==> config.mk <==
export PLATFORM = sky130hd
export DESIGN_NAME = fb_writer_flat
export DESIGN_NICKNAME = d
export VERILOG_FILES = /design/src/rtl/hub75_pkg.sv /design/src/rtl/fb_writer_if.sv /design/src/rtl/sync_2ff.sv /design/src/rtl/fb_writer.sv /design/src/flat_wrapper.sv
export SDC_FILE = /design/constraint.sdc
export NUM_CORES = 1
export LEC_CHECK = 0
export ABC_AREA = 1
export BUFFER_PORTS_ARGS = -buffer_cell sky130_fd_sc_hd__buf_2
export CORE_MARGIN = 1.5
export CORE_UTILIZATION = 55
export DETAILED_ROUTE_END_ITERATION = 10
export PLACE_DENSITY_LB_ADDON = 0.05
export SYNTH_ARGS = -nofsm -noshare
export SYNTH_HDL_FRONTEND = slang
export SYNTH_SLANG_ARGS = --single-unit
==> constraint.sdc <==
create_clock -name clk -period 2.4 [get_ports clk]
set_input_delay 0.24 -clock clk [delete_from_list [all_inputs] [get_ports clk]]
set_output_delay 0.24 -clock clk [all_outputs]
set_load 0.02 [all_outputs]
==> src/rtl/hub75_pkg.sv <==
// ============================================================================
// Module  : hub75_pkg
// Brief   : Shared panel geometry defaults and framebuffer-writer FSM encoding.
// Rev     : 1.0  initial release
// ============================================================================
`default_nettype none

package hub75_pkg;

    localparam int DEF_BITS_PER_PIXEL = 24;
    localparam int DEF_PANEL_WIDTH    = 64;
    localparam int DEF_PANEL_HEIGHT   = 32;

    typedef enum logic [1:0] {
        ST_IDLE  = 2'b00,
        ST_PRIME = 2'b01,
        ST_RUN   = 2'b10
    } fb_state_t;

endpackage : hub75_pkg

`default_nettype wire

==> src/rtl/fb_writer_if.sv <==
// ============================================================================
// Module  : fb_writer_if
// Brief   : SPI pixel input side and framebuffer write side of fb_writer.
// Rev     : 1.0  initial release
// ============================================================================
`default_nettype none

interface fb_writer_if
    import hub75_pkg::*;
#(
    parameter int BITS_PER_PIXEL = DEF_BITS_PER_PIXEL,
    parameter int ADDR_BITS      = $clog2(DEF_PANEL_WIDTH * DEF_PANEL_HEIGHT)
);

    logic                      spi_cs_n;
    logic                      pixel_clk;
    logic [BITS_PER_PIXEL-1:0] pixel_data;

    logic                      write_en;
    logic [ADDR_BITS:0]        write_addr;
    logic [BITS_PER_PIXEL-1:0] write_data;
    logic                      fb_bank;
    logic                      frame_done;
    logic                      short_frame;

    // master: the writer, which owns the framebuffer write port
    modport master (
        input  spi_cs_n, pixel_clk, pixel_data,
        output write_en, write_addr, write_data, fb_bank, frame_done, short_frame
    );

    modport slave (
        output spi_cs_n, pixel_clk, pixel_data,
        input  write_en, write_addr, write_data, fb_bank, frame_done, short_frame
    );

endinterface : fb_writer_if

`default_nettype wire

==> src/rtl/sync_2ff.sv <==
// ============================================================================
// Module  : sync_2ff
// Brief   : Two-flop synchroniser for a single asynchronous bit.
// Rev     : 1.0  initial release
// ============================================================================
`default_nettype none

module sync_2ff
    import hub75_pkg::*;
#(
    parameter logic RESET_VAL = 1'b0
) (
    input  wire logic clk,
    input  wire logic rst,
    input  wire logic i_d,
    output logic      o_q
);

    logic r_meta;
    logic r_sync;

    always_ff @(posedge clk) begin
        if (rst) begin
            r_meta <= RESET_VAL;
            r_sync <= RESET_VAL;
        end else begin
            r_meta <= i_d;
            r_sync <= r_meta;
        end
    end

    assign o_q = r_sync;

endmodule : sync_2ff

`default_nettype wire

==> src/rtl/fb_writer.sv <==
// ============================================================================
// Module  : fb_writer
// Brief   : Writes SPI-delivered pixels into the hidden bank of a double
//           buffered framebuffer and flips banks after each full frame.
// Rev     : 1.0  initial release
// ============================================================================
`default_nettype none

module fb_writer
    import hub75_pkg::*;
#(
    parameter int BITS_PER_PIXEL = DEF_BITS_PER_PIXEL,
    parameter int PANEL_WIDTH    = DEF_PANEL_WIDTH,
    parameter int PANEL_HEIGHT   = DEF_PANEL_HEIGHT
) (
    input  wire logic   clk,
    input  wire logic   reset,
    fb_writer_if.master bus
);

    localparam int ADDR_BITS = $clog2(PANEL_WIDTH * PANEL_HEIGHT);
    localparam logic [ADDR_BITS-1:0] c_LAST_IDX = ADDR_BITS'(PANEL_WIDTH * PANEL_HEIGHT - 1);
    localparam logic [ADDR_BITS-1:0] c_ONE      = ADDR_BITS'(1);

    logic w_cs_n_sync;
    logic w_pclk_sync;
    logic w_pix_evt;
    logic w_do_write;
    logic w_abort;
    logic w_short;

    fb_state_t r_state;
    fb_state_t w_state_next;

    logic                      r_pclk_prev;
    logic [ADDR_BITS-1:0]      r_idx;
    logic                      r_bank;
    logic                      r_write_en;
    logic [ADDR_BITS:0]        r_waddr;
    logic [BITS_PER_PIXEL-1:0] r_wdata;
    logic                      r_frame_done;
    logic                      r_short;

    // chip select idles high, pixel strobe idles low
    sync_2ff #(.RESET_VAL(1'b1)) u_sync_cs (
        .clk (clk),
        .rst (reset),
        .i_d (bus.spi_cs_n),
        .o_q (w_cs_n_sync)
    );

    sync_2ff #(.RESET_VAL(1'b0)) u_sync_pclk (
        .clk (clk),
        .rst (reset),
        .i_d (bus.pixel_clk),
        .o_q (w_pclk_sync)
    );

    assign w_pix_evt = w_pclk_sync & ~r_pclk_prev;

    always_ff @(posedge clk) begin
        if (reset) begin
            r_state <= ST_IDLE;
        end else begin
            r_state <= w_state_next;
        end
    end

    // chip-select release is checked first so it wins over a coincident pixel
    always_comb begin
        w_state_next = r_state;
        w_do_write   = 1'b0;
        w_abort      = 1'b0;
        w_short      = 1'b0;
        case (r_state)
            ST_IDLE: begin
                if (!w_cs_n_sync) begin
                    w_state_next = ST_PRIME;
                end
            end
            ST_PRIME: begin
                if (w_cs_n_sync) begin
                    w_state_next = ST_IDLE;
                    w_abort      = 1'b1;
                end else if (w_pix_evt) begin
                    w_state_next = ST_RUN;
                end
            end
            ST_RUN: begin
                if (w_cs_n_sync) begin
                    w_state_next = ST_IDLE;
                    w_abort      = 1'b1;
                    w_short      = (r_idx != '0);
                end else if (w_pix_evt) begin
                    w_do_write = 1'b1;
                end
            end
            default: begin
                w_state_next = ST_IDLE;
            end
        endcase
    end

    always_ff @(posedge clk) begin
        if (reset) begin
            r_pclk_prev  <= 1'b0;
            r_idx        <= '0;
            r_bank       <= 1'b0;
            r_write_en   <= 1'b0;
            r_waddr      <= '0;
            r_wdata      <= '0;
            r_frame_done <= 1'b0;
            r_short      <= 1'b0;
        end else begin
            r_pclk_prev  <= w_pclk_sync;
            r_write_en   <= w_do_write;
            r_frame_done <= w_do_write && (r_idx == c_LAST_IDX);
            r_short      <= w_short;
            // bank flips the cycle after the last write of a frame is presented
            r_bank       <= r_bank ^ r_frame_done;

            if (w_pix_evt) begin
                r_wdata <= bus.pixel_data;
            end

            if (w_do_write) begin
                r_waddr <= {~r_bank, r_idx};
            end

            if (w_abort) begin
                r_idx <= '0;
            end else if (w_do_write) begin
                r_idx <= (r_idx == c_LAST_IDX) ? '0 : r_idx + c_ONE;
            end
        end
    end

    assign bus.write_en    = r_write_en;
    assign bus.write_addr  = r_waddr;
    assign bus.write_data  = r_wdata;
    assign bus.fb_bank     = r_bank;
    assign bus.frame_done  = r_frame_done;
    assign bus.short_frame = r_short;

endmodule : fb_writer

`default_nettype wire
==> src/flat_wrapper.sv <==
// flat-port wrapper written by rule: the top's interface ports become plain ports
module fb_writer_flat import hub75_pkg::*;
#(
    parameter int BITS_PER_PIXEL = DEF_BITS_PER_PIXEL,
    parameter int PANEL_WIDTH    = DEF_PANEL_WIDTH,
    parameter int PANEL_HEIGHT   = DEF_PANEL_HEIGHT
)
  (clk, reset, bus_spi_cs_n, bus_pixel_clk, bus_pixel_data, bus_write_en, bus_write_addr, bus_write_data, bus_fb_bank, bus_frame_done, bus_short_frame);
  fb_writer_if #(.BITS_PER_PIXEL(BITS_PER_PIXEL)) bus_i ();
  input  wire logic clk;
  input  wire logic reset;
  input wire logic [$bits(bus_i.spi_cs_n)-1:0] bus_spi_cs_n;
  input wire logic [$bits(bus_i.pixel_clk)-1:0] bus_pixel_clk;
  input wire logic [$bits(bus_i.pixel_data)-1:0] bus_pixel_data;
  output wire logic [$bits(bus_i.write_en)-1:0] bus_write_en;
  output wire logic [$bits(bus_i.write_addr)-1:0] bus_write_addr;
  output wire logic [$bits(bus_i.write_data)-1:0] bus_write_data;
  output wire logic [$bits(bus_i.fb_bank)-1:0] bus_fb_bank;
  output wire logic [$bits(bus_i.frame_done)-1:0] bus_frame_done;
  output wire logic [$bits(bus_i.short_frame)-1:0] bus_short_frame;
  assign bus_i.spi_cs_n = bus_spi_cs_n;
  assign bus_i.pixel_clk = bus_pixel_clk;
  assign bus_i.pixel_data = bus_pixel_data;
  assign bus_write_en = bus_i.write_en;
  assign bus_write_addr = bus_i.write_addr;
  assign bus_write_data = bus_i.write_data;
  assign bus_fb_bank = bus_i.fb_bank;
  assign bus_frame_done = bus_i.frame_done;
  assign bus_short_frame = bus_i.short_frame;
  fb_writer #(.BITS_PER_PIXEL(BITS_PER_PIXEL), .PANEL_WIDTH(PANEL_WIDTH), .PANEL_HEIGHT(PANEL_HEIGHT)) u_core (.clk(clk), .reset(reset), .bus(bus_i));
endmodule
==> impl_metrics.yaml, run 1 <==
drt:
  num_vias: 2071
  wl_um: 5000
  routedWlPerCell_um: 12.0
  drt-initial-drc-count: 116
  drc: 0
  viasPerCell: 4.97
  ant_nets: 0
  dr.pass1.iters: 4
worst_setup_path:
  crit_path_end_kind: "flip-flop"
  reg2reg_depth: 7
  cp_max_fo: 5
  cp_data_required_time_ps: 2670
  worst_setup_path_start_kind: "flip-flop"
  arrival_ps: 2000
  crit_type: "flip-flop to flip-flop"
global_route:
  grtUsageTotal: 0.232
  grt_remaining_overflow: 0
  grt_pass1_wl_um: 7850
  antenna_found_initial: 0
  grt_max_degree: 27
  grt_pass1_vias: 1771
synthesis:
  synthesis.area_mm2: 0.00231
  yosysTopAreaCell: "dfxtp_1"
  ys_types: 28
  synth_area_per_cell_um2: 7.87
  ys_seq_elements: 58
  yosysSeqAreaShare: 0.502
  synthFlopType: "dfxtp_1"
  yosys-top-cells-count: "72 x nor2_1, 58 x dfxtp_1, 35 x o21ai_0"
  synth_nets: 328
  yosysMostFrequentCell: "nor2_1"
  synth_edf_count: 0
  async_reset_ff_frac: 0
  synth_warnings: 0
  synth_top_area_share: 0.502
  syn_inst: 294
  ys_top_cells_by_area: "dfxtp_1 50%, nor2_1 12%, o21ai_0 7.6%"
sta:
  hold_viol_final: 0
  rsz0062_at_grt: "false"
  fin_setup_tns_ps: 0
  maxSlewHeadroom: 0.694
  fmax_mhz: 577
  fin_crit_sh: 0.722
  fin_crit_ps: 1730
  setup_viol: 0
  clock-skew-final_ps: 6.76
  maxSlewViolCount: 0
  worstMarginPinSlew_ps: 459
  fin_ws_ps: 668
clocking:
  ctsHoldBuffers: 0
  ctsResizeCount: 0
  cts_htree_levels: 3
  root_buffer: "clkbuf_8"
  clk_transition_reported_paths_ps: 60
  numCtsBuffers: 9
  cts_setup_buffers: 0
  clock_path_buffers: 2
  cts_tree: "yes"
  clock_latency_ps: 330
  clkSinkCount: 58
power:
  power_frac_clock: 0.398
  comb_power_share: 0.082
  p_leak_uw: 0.00131
  internal-power_uw: 1470
  swShare: 0.240
  pwr-share-seq: 0.520
  p_sw_uw: 463
  powerDensity_mw_per_mm2: 683
  vdd_drop_max_uv: 336
place:
  place_hpwl_um: 3500
  gp_congestion: 0.864
  dp_slack_ps: 768
  portBuffers: 67
  dpl_cell_area_mm2: 0.00266
  placedCellCount: 402
min_path:
  hold_depth: 2
  min_path_type: "input pin to flip-flop"
floorplanning:
  chipHeight_um: 67.9
  num_rows: 23
  die_area_mm2: 0.00461
  core-area_mm2: 0.00403
  initial_core_util: 0.575
  die_w_um: 67.9
  ios: 68
final_layout:
  utilization: 0.703
  final_cells: 417
  final_net_count: 397
  diodes: 0
  areaGrowthSynthToFinish_pct: 22.4
  fin_area_mm2: 0.00283
  drive_gt1_frac: 0.264
run_status:
  outcome: "finished clean"
job:
  maxCapViolCount: 0
==> stage by stage <==
step	hold WS (ps)	total power, µW
2_1_floorplan	318	1130
3_3_place_gp	392	1180
3_5_place_dp	409	1180
4_1_cts	76.0	1960
5_1_grt	102	2020
6_report	89.9	1930
==> cell type report <==
| cell class | count | area, µm² |
|---|---|---|
| repair buffers | 69 | 350 |
| inverters | 27 | 101 |
| multi-input cells | 198 | 987 |
| flip-flops and latches | 58 | 1160 |
| fillers | 348 | 1200 |
| clock inverters | 3 | 15.0 |
| well taps | 50 | 62.6 |
| clock buffers | 12 | 155 |
==> state kept, by name, indices dropped and copies added, names as in the netlist <==
name / cells
u_core.r_idx: 11
u_core.r_pclk_prev: 1
u_core.u_sync_cs.o_q: 1
u_core.u_sync_cs.r_meta: 1
u_core.u_sync_pclk.r_meta: 1
u_core.bus.fb_bank: 1
u_core.bus.frame_done: 1
u_core.bus.short_frame: 1
u_core.bus.write_data: 24
u_core.bus.write_addr: 12
u_core.r_state: 2
u_core.bus.write_en: 1
u_core.u_sync_pclk.o_q: 1
==> power by group through the flow <==
stage	clock network (µW)	registers, µW	logic (µW)
final	769	1010	159
after global routing	834	1010	180
after CTS	789	1010	161
after detailed placement	0	1030	158
after global placement	0	1020	157
after floorplan	0	1050	75.2
==> routing by layer <==
metal  global-route usage  part of all wire
met5                    0                 0
met3               0.0773             0.065
met2                0.376              0.48
met4                0.110             0.023
met1                0.277              0.43
==> critical path: stages, from the launching register on <==
cell,delay (ps)
dfxtp_1,360
inv_1,90
ha_1,300
a21oi_1,400
inv_1,180
nor2_1,170
nand2_1,70
nor2_1,80
==> cell families (layout without fill, tap and decap cells) <==
group                      Yosys count  in the layout  share of synthesized area
buffers and inverters               38            111                     0.0719
adders and majority gates            6              6                     0.0324
and+or+nand+nor                    132            132                      0.257
xor gates and xnor gates             1              1                    0.00378
AOI/OAI and AO/OA                   59             59                      0.133
DFF                                 58             58                      0.502
==> cell usage in the layout, fill, tap and decap left out <==
cell type / instances
or2_2: 2
clkbuf_1: 1
nor3b_2: 1
dfxtp_1: 58
clkbuf_8: 11
buf_4: 2
ha_1: 6
nor2_4: 2
o21ai_1: 1
nand3_1: 11
a21oi_1: 19
nor2_1: 72
nor2_8: 1
o211a_1: 1
nand4_1: 5
o21ai_0: 35
inv_1: 24
xnor2_1: 1
nor3_1: 2
nand4_2: 1
nand2_4: 2
a211oi_1: 1
clkinv_2: 3
o21ai_2: 1
nand2_1: 32
inv_2: 3
nor2_2: 1
a31oi_1: 1
buf_2: 67
==> path summary, 6_finish.rpt <==
kind,from,endpoint,slack [ps]
max reg2reg,u_core.r_state[0]$_SDFFE_PP0P_,u_core.r_idx[5]$_SDFFE_PP0P_,670
min,bus_spi_cs_n,u_core.u_sync_cs.r_meta$_SDFF_PP1_,90
min reg2reg,u_core.u_sync_pclk.r_meta$_SDFF_PP0_,u_core.u_sync_pclk.o_q$_SDFF_PP0_,420
max,u_core.r_state[0]$_SDFFE_PP0P_,u_core.r_idx[5]$_SDFFE_PP0P_,670
Power figures use the tool's default switching activity.
==> run 2, diff against run 1 <==
ABC_AREA = 0   (was 1)
CORE_UTILIZATION = 51   (was 55)
clock period = 1.8 ns   (was 2.4 ns; I/O delays follow)
==> impl_metrics.yaml, run 2 <==
sta:
  clock-skew-final_ps: 5.86
  fmax_mhz: 612
  maxSlewViolCount: 0
  fin_crit_ps: 1630
  setup_viol: 0
  rsz0062_at_grt: "false"
  hold_viol_final: 0
  fin_setup_tns_ps: 0
  maxSlewHeadroom: 0.742
  worstMarginPinSlew_ps: 386
  fin_crit_sh: 0.908
final_layout:
  final_cells: 391
  areaGrowthSynthToFinish_pct: 25.2
  mostFrequentLayoutCells: "77 x nand2_1, 67 x buf_2, 58 x dfxtp_1"
  layout_commonest_cell: "nand2_1"
  final_net_count: 369
  diodes: 0
  largest_register_ffs: 24
  drive_gt1_frac: 0.304
synthesis:
  syn_inst: 264
  synthesis.area_mm2: 0.00231
  synthSimpleGateAreaFrac: 0.267
  synth_top_area_share: 0.502
  yosysTopAreaCell: "dfxtp_1"
  synth_edf_count: 0
  ys_types: 35
  synth_area_per_cell_um2: 8.76
  synth_compound_area_frac: 0.108
  synth_nets: 298
  synth_xor_area_frac: 0.0379
  synth_top_family_by_area: "simple AND/OR/NAND/NOR gates"
  yosysMostFrequentCell: "nand2_1"
  synth.area.mux_share: 0.00866
  yosys-top-cells-count: "77 x nand2_1, 58 x dfxtp_1, 37 x a21oi_1"
  synth_fa_ha_area_frac: 0.0325
  ys_top_cells_by_area: "dfxtp_1 50%, nand2_1 13%, a21oi_1 8.0%"
  synth_warnings: 0
  yosysSeqAreaShare: 0.502
  async_reset_ff_frac: 0
  ys_seq_elements: 58
  synthFlopType: "dfxtp_1"
job:
  maxCapViolCount: 0
floorplanning:
  ios: 68
  die_area_mm2: 0.00495
  num_rows: 24
  initial_core_util: 0.531
  chipHeight_um: 70.3
  core-area_mm2: 0.00435
  die_w_um: 70.3
worst_setup_path:
  crit_path_end_kind: "flip-flop"
  crit_type: "flip-flop to flip-flop"
  cp_data_required_time_ps: 2010
  arrival_ps: 1840
  worst_setup_path_start_kind: "flip-flop"
  cp_max_fo: 8
global_route:
  grtUsageTotal: 0.200
  antenna_found_initial: 0
  grt_remaining_overflow: 0
  busiest_layer: "met2"
  use_met3: 0.0635
  grt_pass1_vias: 1644
  grt_util_met2: 0.290
  grt_pass1_wl_um: 7680
  use_met1: 0.267
  grt_max_degree: 30
place:
  gp_congestion: 0.840
  placedCellCount: 374
  portBuffers: 67
  place_hpwl_um: 3270
power:
  comb_power_share: 0.081
  p_leak_uw: 0.00124
  vdd_drop_max_uv: 431
  pwr-share-seq: 0.516
  p_sw_uw: 615
  power_frac_clock: 0.403
  swShare: 0.239
  powerDensity_mw_per_mm2: 890
  internal-power_uw: 1960
clocking:
  cts_htree_levels: 3
  cts_tree: "yes"
  root_buffer: "clkbuf_8"
  clkSinkCount: 58
  clock_path_buffers: 2
  numCtsBuffers: 9
  clk_transition_reported_paths_ps: 60
  clock_latency_ps: 330
drt:
  viasPerCell: 4.93
  drc: 0
  drt-initial-drc-count: 87
  ant_nets: 0
  dr.pass1.iters: 4
  routedWlPerCell_um: 12.2
  wl_um: 4770
  num_vias: 1927
run_status:
  outcome: "finished clean"
min_path:
  min_path_type: "input pin to flip-flop"
## run 2: cell count changes in the layout (fill, tap and decap cells not counted), sizes merged, moves of 4 or more
cell / delta
inv: -20
nand2: +43
buf: +7
nor4: +6
nand4: -4
nand3: -7
xnor2: +7
a21oi: +18
nor2b: +4
o21ai: -36
nor2: -63
nand2b: +4
## run 2: worst max-delay path: stages (launching register included)
cell       delay [ps]
dfxtp_1           320
inv_1             100
ha_1              260
nand4bb_4         140
buf_12            160
o41ai_4           440
nor2_1             90
## run 2: final cells by class
class / instances / area [µm²]
Timing Repair Buffer: 76 / 415
Multi-Input combinational cell: 183 / 1060
Clock buffer: 12 / 155
Clock inverter: 3 / 15.0
Tap cell: 52 / 65.1
Fill cell: 390 / 1460
Inverter: 7 / 26.3
Sequential cell: 58 / 1160
## run 2: what timing repair did
action                                  CTS  global route
endpoints found under the setup margin    0             7
hold buffers                              0             0
gates resized for setup                   0             1
buffers inserted                          0             2
## run 2: path summary, 6_finish.rpt
check / from / endpoint / cells past startpoint / slack, ps
max: u_core.r_state[0]$_SDFFE_PP0P_ / u_core.r_idx[9]$_SDFFE_PP0P_ / 6 / 170
min: bus_spi_cs_n / u_core.u_sync_cs.r_meta$_SDFF_PP1_ / 2 / 30
max reg2reg: u_core.r_state[0]$_SDFFE_PP0P_ / u_core.r_idx[9]$_SDFFE_PP0P_ / 6 / 170
min reg2reg: u_core.u_sync_cs.r_meta$_SDFF_PP1_ / u_core.u_sync_cs.o_q$_SDFF_PP1_ / 1 / 410
## run 2: metal layers
layer | vias to the layer above | part of all wire
met3 | 10 | 0.062
met4 | 0 | 0.020
met1 | 861 | 0.47
met2 | 53 | 0.44
met5 | - | 0
li1 | 1003 | -
## run 2: through the flow
| stage | utilization | worst slack, ps | hold slack, ps | total power [µW] | instance area (µm²) |
|---|---|---|---|---|---|
| after floorplan | - | 286 | 284 | 1490 | 2310 |
| after global placement | 0.618 | 77.2 | 366 | 1560 | 2690 |
| after detailed placement | 0.618 | 39.6 | 368 | 1570 | 2690 |
| after CTS | 0.657 | 35.8 | 25.0 | 2590 | 2860 |
| after global routing | 0.665 | 41.1 | 43.0 | 2670 | 2890 |
| final | 0.665 | 166 | 31.6 | 2570 | 2890 |
## run 2: power groups by stage
stage                     Clock, µW  Combinational (µW)  Sequential [µW]
final                          1040                 207             1330
after global routing           1110                 233             1330
after CTS                      1050                 209             1330
after detailed placement          0                 208             1360
after global placement            0                 207             1360
after floorplan                   0                 115             1380
## run 2: logic make-up (layout without fill, tap and decap cells)
logic type,Yosys count,in the layout
AOI/OAI and AO/OA,43,43
xor gates and xnor gates,10,10
adders and majority gates,6,6
buffers and inverters,23,98
DFF,58,58
muxes,2,2
and+or+nand+nor,122,122
==> run 3, diff against run 2 <==
--- a/config.mk
+++ b/config.mk
@@ -10,3 +10,3 @@
 export CORE_MARGIN = 1.5
-export CORE_UTILIZATION = 51
+export CORE_UTILIZATION = 30
 export DETAILED_ROUTE_END_ITERATION = 10
==> constraint.sdc (replaced) <==
create_clock -name clk -period 1.8 [get_ports clk]
set_input_delay 0.36 -clock clk [delete_from_list [all_inputs] [get_ports clk]]
set_output_delay 0.36 -clock clk [all_outputs]
set_load 0.02 [all_outputs]
==> impl_metrics.yaml, run 3 (synthesis results as in run 2) <==
final_layout:
  drive_gt1_frac: 0.311
  mostFrequentLayoutCells: "77 x nand2_1, 67 x buf_2, 58 x dfxtp_1"
  diodes: 0
  final_cells: 440
  largest_register_ffs: 24
  areaGrowthSynthToFinish_pct: 32.3
  layout_commonest_cell: "nand2_1"
  final_net_count: 370
  utilization: 0.415
power:
  pwr-share-seq: 0.422
  powerDensity_mw_per_mm2: 1030
  swShare: 0.207
  comb_power_share: 0.068
  p_sw_uw: 651
  vdd_drop_max_uv: 525
  power_frac_clock: 0.510
  p_leak_uw: 0.00127
  power_uw: 3150
  internal-power_uw: 2500
sta:
  rsz0062_at_grt: "false"
  fin_setup_tns_ps: 0
  fin_crit_ps: 1690
  fin_ws_ps: 106
  fmax_mhz: 590
  setup_viol: 0
  clock-skew-final_ps: 6.83
  fin_crit_sh: 0.941
  worstMarginPinSlew_ps: 423
  maxSlewViolCount: 0
  hold_viol_final: 0
  maxSlewHeadroom: 0.717
worst_setup_path:
  ff2ff_setup_slack_ps: 110
  cp_data_required_time_ps: 2010
  crit_path_cell_trace: "inv_1 -> ha_2 -> nand4bb_4 -> o41ai_4 -> nor2_1"
  cp_max_fo: 6
  crit_start: "u_core.r_state[0]$_SDFFE_PP0P_"
  crit_path_end_kind: "flip-flop"
  arrival_ps: 1900
  reg2reg_depth: 5
  reg2reg_to: "u_core.r_idx[4]$_SDFFE_PP0P_"
  cp_slowest_cell: "o41ai_4"
  crit_type: "flip-flop to flip-flop"
  critPathMaxStageDelay_ps: 530
  worst_setup_path_start_kind: "flip-flop"
  timing.rr.start: "u_core.r_state[0]$_SDFFE_PP0P_"
global_route:
  grt_max_degree: 34
  antenna_found_initial: 0
  grtUsageTotal: 0.132
  grt_pass1_wl_um: 8540
  grt_pass1_vias: 1704
  grt_remaining_overflow: 0
floorplanning:
  ios: 68
  num_rows: 31
  die_w_um: 90.8
  chipHeight_um: 90.8
  core-area_mm2: 0.00737
  initial_core_util: 0.314
  die_area_mm2: 0.00824
place:
  place_hpwl_um: 3720
  portBuffers: 67
  dp_slack_ps: 26.7
  gp_congestion: 0.751
  placedCellCount: 421
drt:
  dr_wl_met3_um: 329
  num_vias: 1938
  routedWlPerCell_um: 12.5
  wl_um: 5480
  ant_nets: 0
  drc: 0
  dr.pass1.iters: 4
  drt-initial-drc-count: 56
  routedLengthMet1_um: 2650
  top_layer: "met4"
  wl_met2_um: 2460
  viasPerCell: 4.40
clocking:
  clock_path_buffers: 2
  ctsHoldBuffers: 0
  clock_latency_ps: 330
  clk_transition_reported_paths_ps: 70
  cts_tree: "yes"
  clkSinkCount: 58
  cts_htree_levels: 3
  numCtsBuffers: 9
  root_buffer: "clkbuf_8"
run_status:
  outcome: "finished clean"
min_path:
  hold_start: "bus_spi_cs_n"
  min_to: "u_core.u_sync_cs.r_meta$_SDFF_PP1_"
  hold_depth: 2
  min_path_type: "input pin to flip-flop"
job:
  maxCapViolCount: 0
## run 3: power by group through the flow
stage / sequential [µW] / combinational [µW] / clock (µW)
finish: 1330 / 214 / 1600
detailed placement: 1360 / 217 / 0
floorplan: 1380 / 115 / 0
global placement: 1360 / 217 / 0
CTS: 1330 / 218 / 1660
global route: 1330 / 237 / 1720
## run 3: worst max path at each step
stage,end,slack [ps],depth (start not counted)
final,u_core.r_idx[4]$_SDFFE_PP0P_,110,5
after global routing,u_core.r_idx[4]$_SDFFE_PP0P_,10,5
after CTS,u_core.r_idx[4]$_SDFFE_PP0P_,2,5
after detailed placement,u_core.r_idx[4]$_SDFFE_PP0P_,30,5
after global placement,u_core.r_idx[4]$_SDFFE_PP0P_,80,5
after floorplan,u_core.r_idx[7]$_SDFFE_PP0P_,290,7
## run 3: layer usage
| layer | vias to the layer above | track usage |
|---|---|---|
| met5 | - | 0 |
| met4 | 0 | 0.0352 |
| met3 | 4 | 0.0572 |
| met2 | 52 | 0.197 |
| met1 | 868 | 0.172 |
| li1 | 1014 | - |
## run 3: worst max-delay path: cells and delay by family, from the launching register on
kind            cells  cell delay (ps)
flops               1              320
simple gates        2              330
compound gates      1              530
buf+inv             1              110
fa+ha+maj           1              280
## run 3: final cells by class
cell class / count / area, µm²
Fill cell: 775 / 4310
Sequential cell: 58 / 1160
Multi-Input combinational cell: 184 / 1080
Timing Repair Buffer: 76 / 403
Clock buffer: 11 / 141
Clock inverter: 5 / 125
Tap cell: 99 / 124
Inverter: 7 / 26.3
## run 3: per-stage QoR
step           area [µm²]  hold slack, ps
6_report             3060             215
5_1_grt              3060             205
4_1_cts              3020             197
3_5_place_dp         2750             398
3_3_place_gp         2750             399
2_1_floorplan        2310             389
## run 3: repair_timing
action	in CTS	in global routing
gates resized for setup	0	3
endpoints found under the setup margin	0	7
buffers inserted	0	2
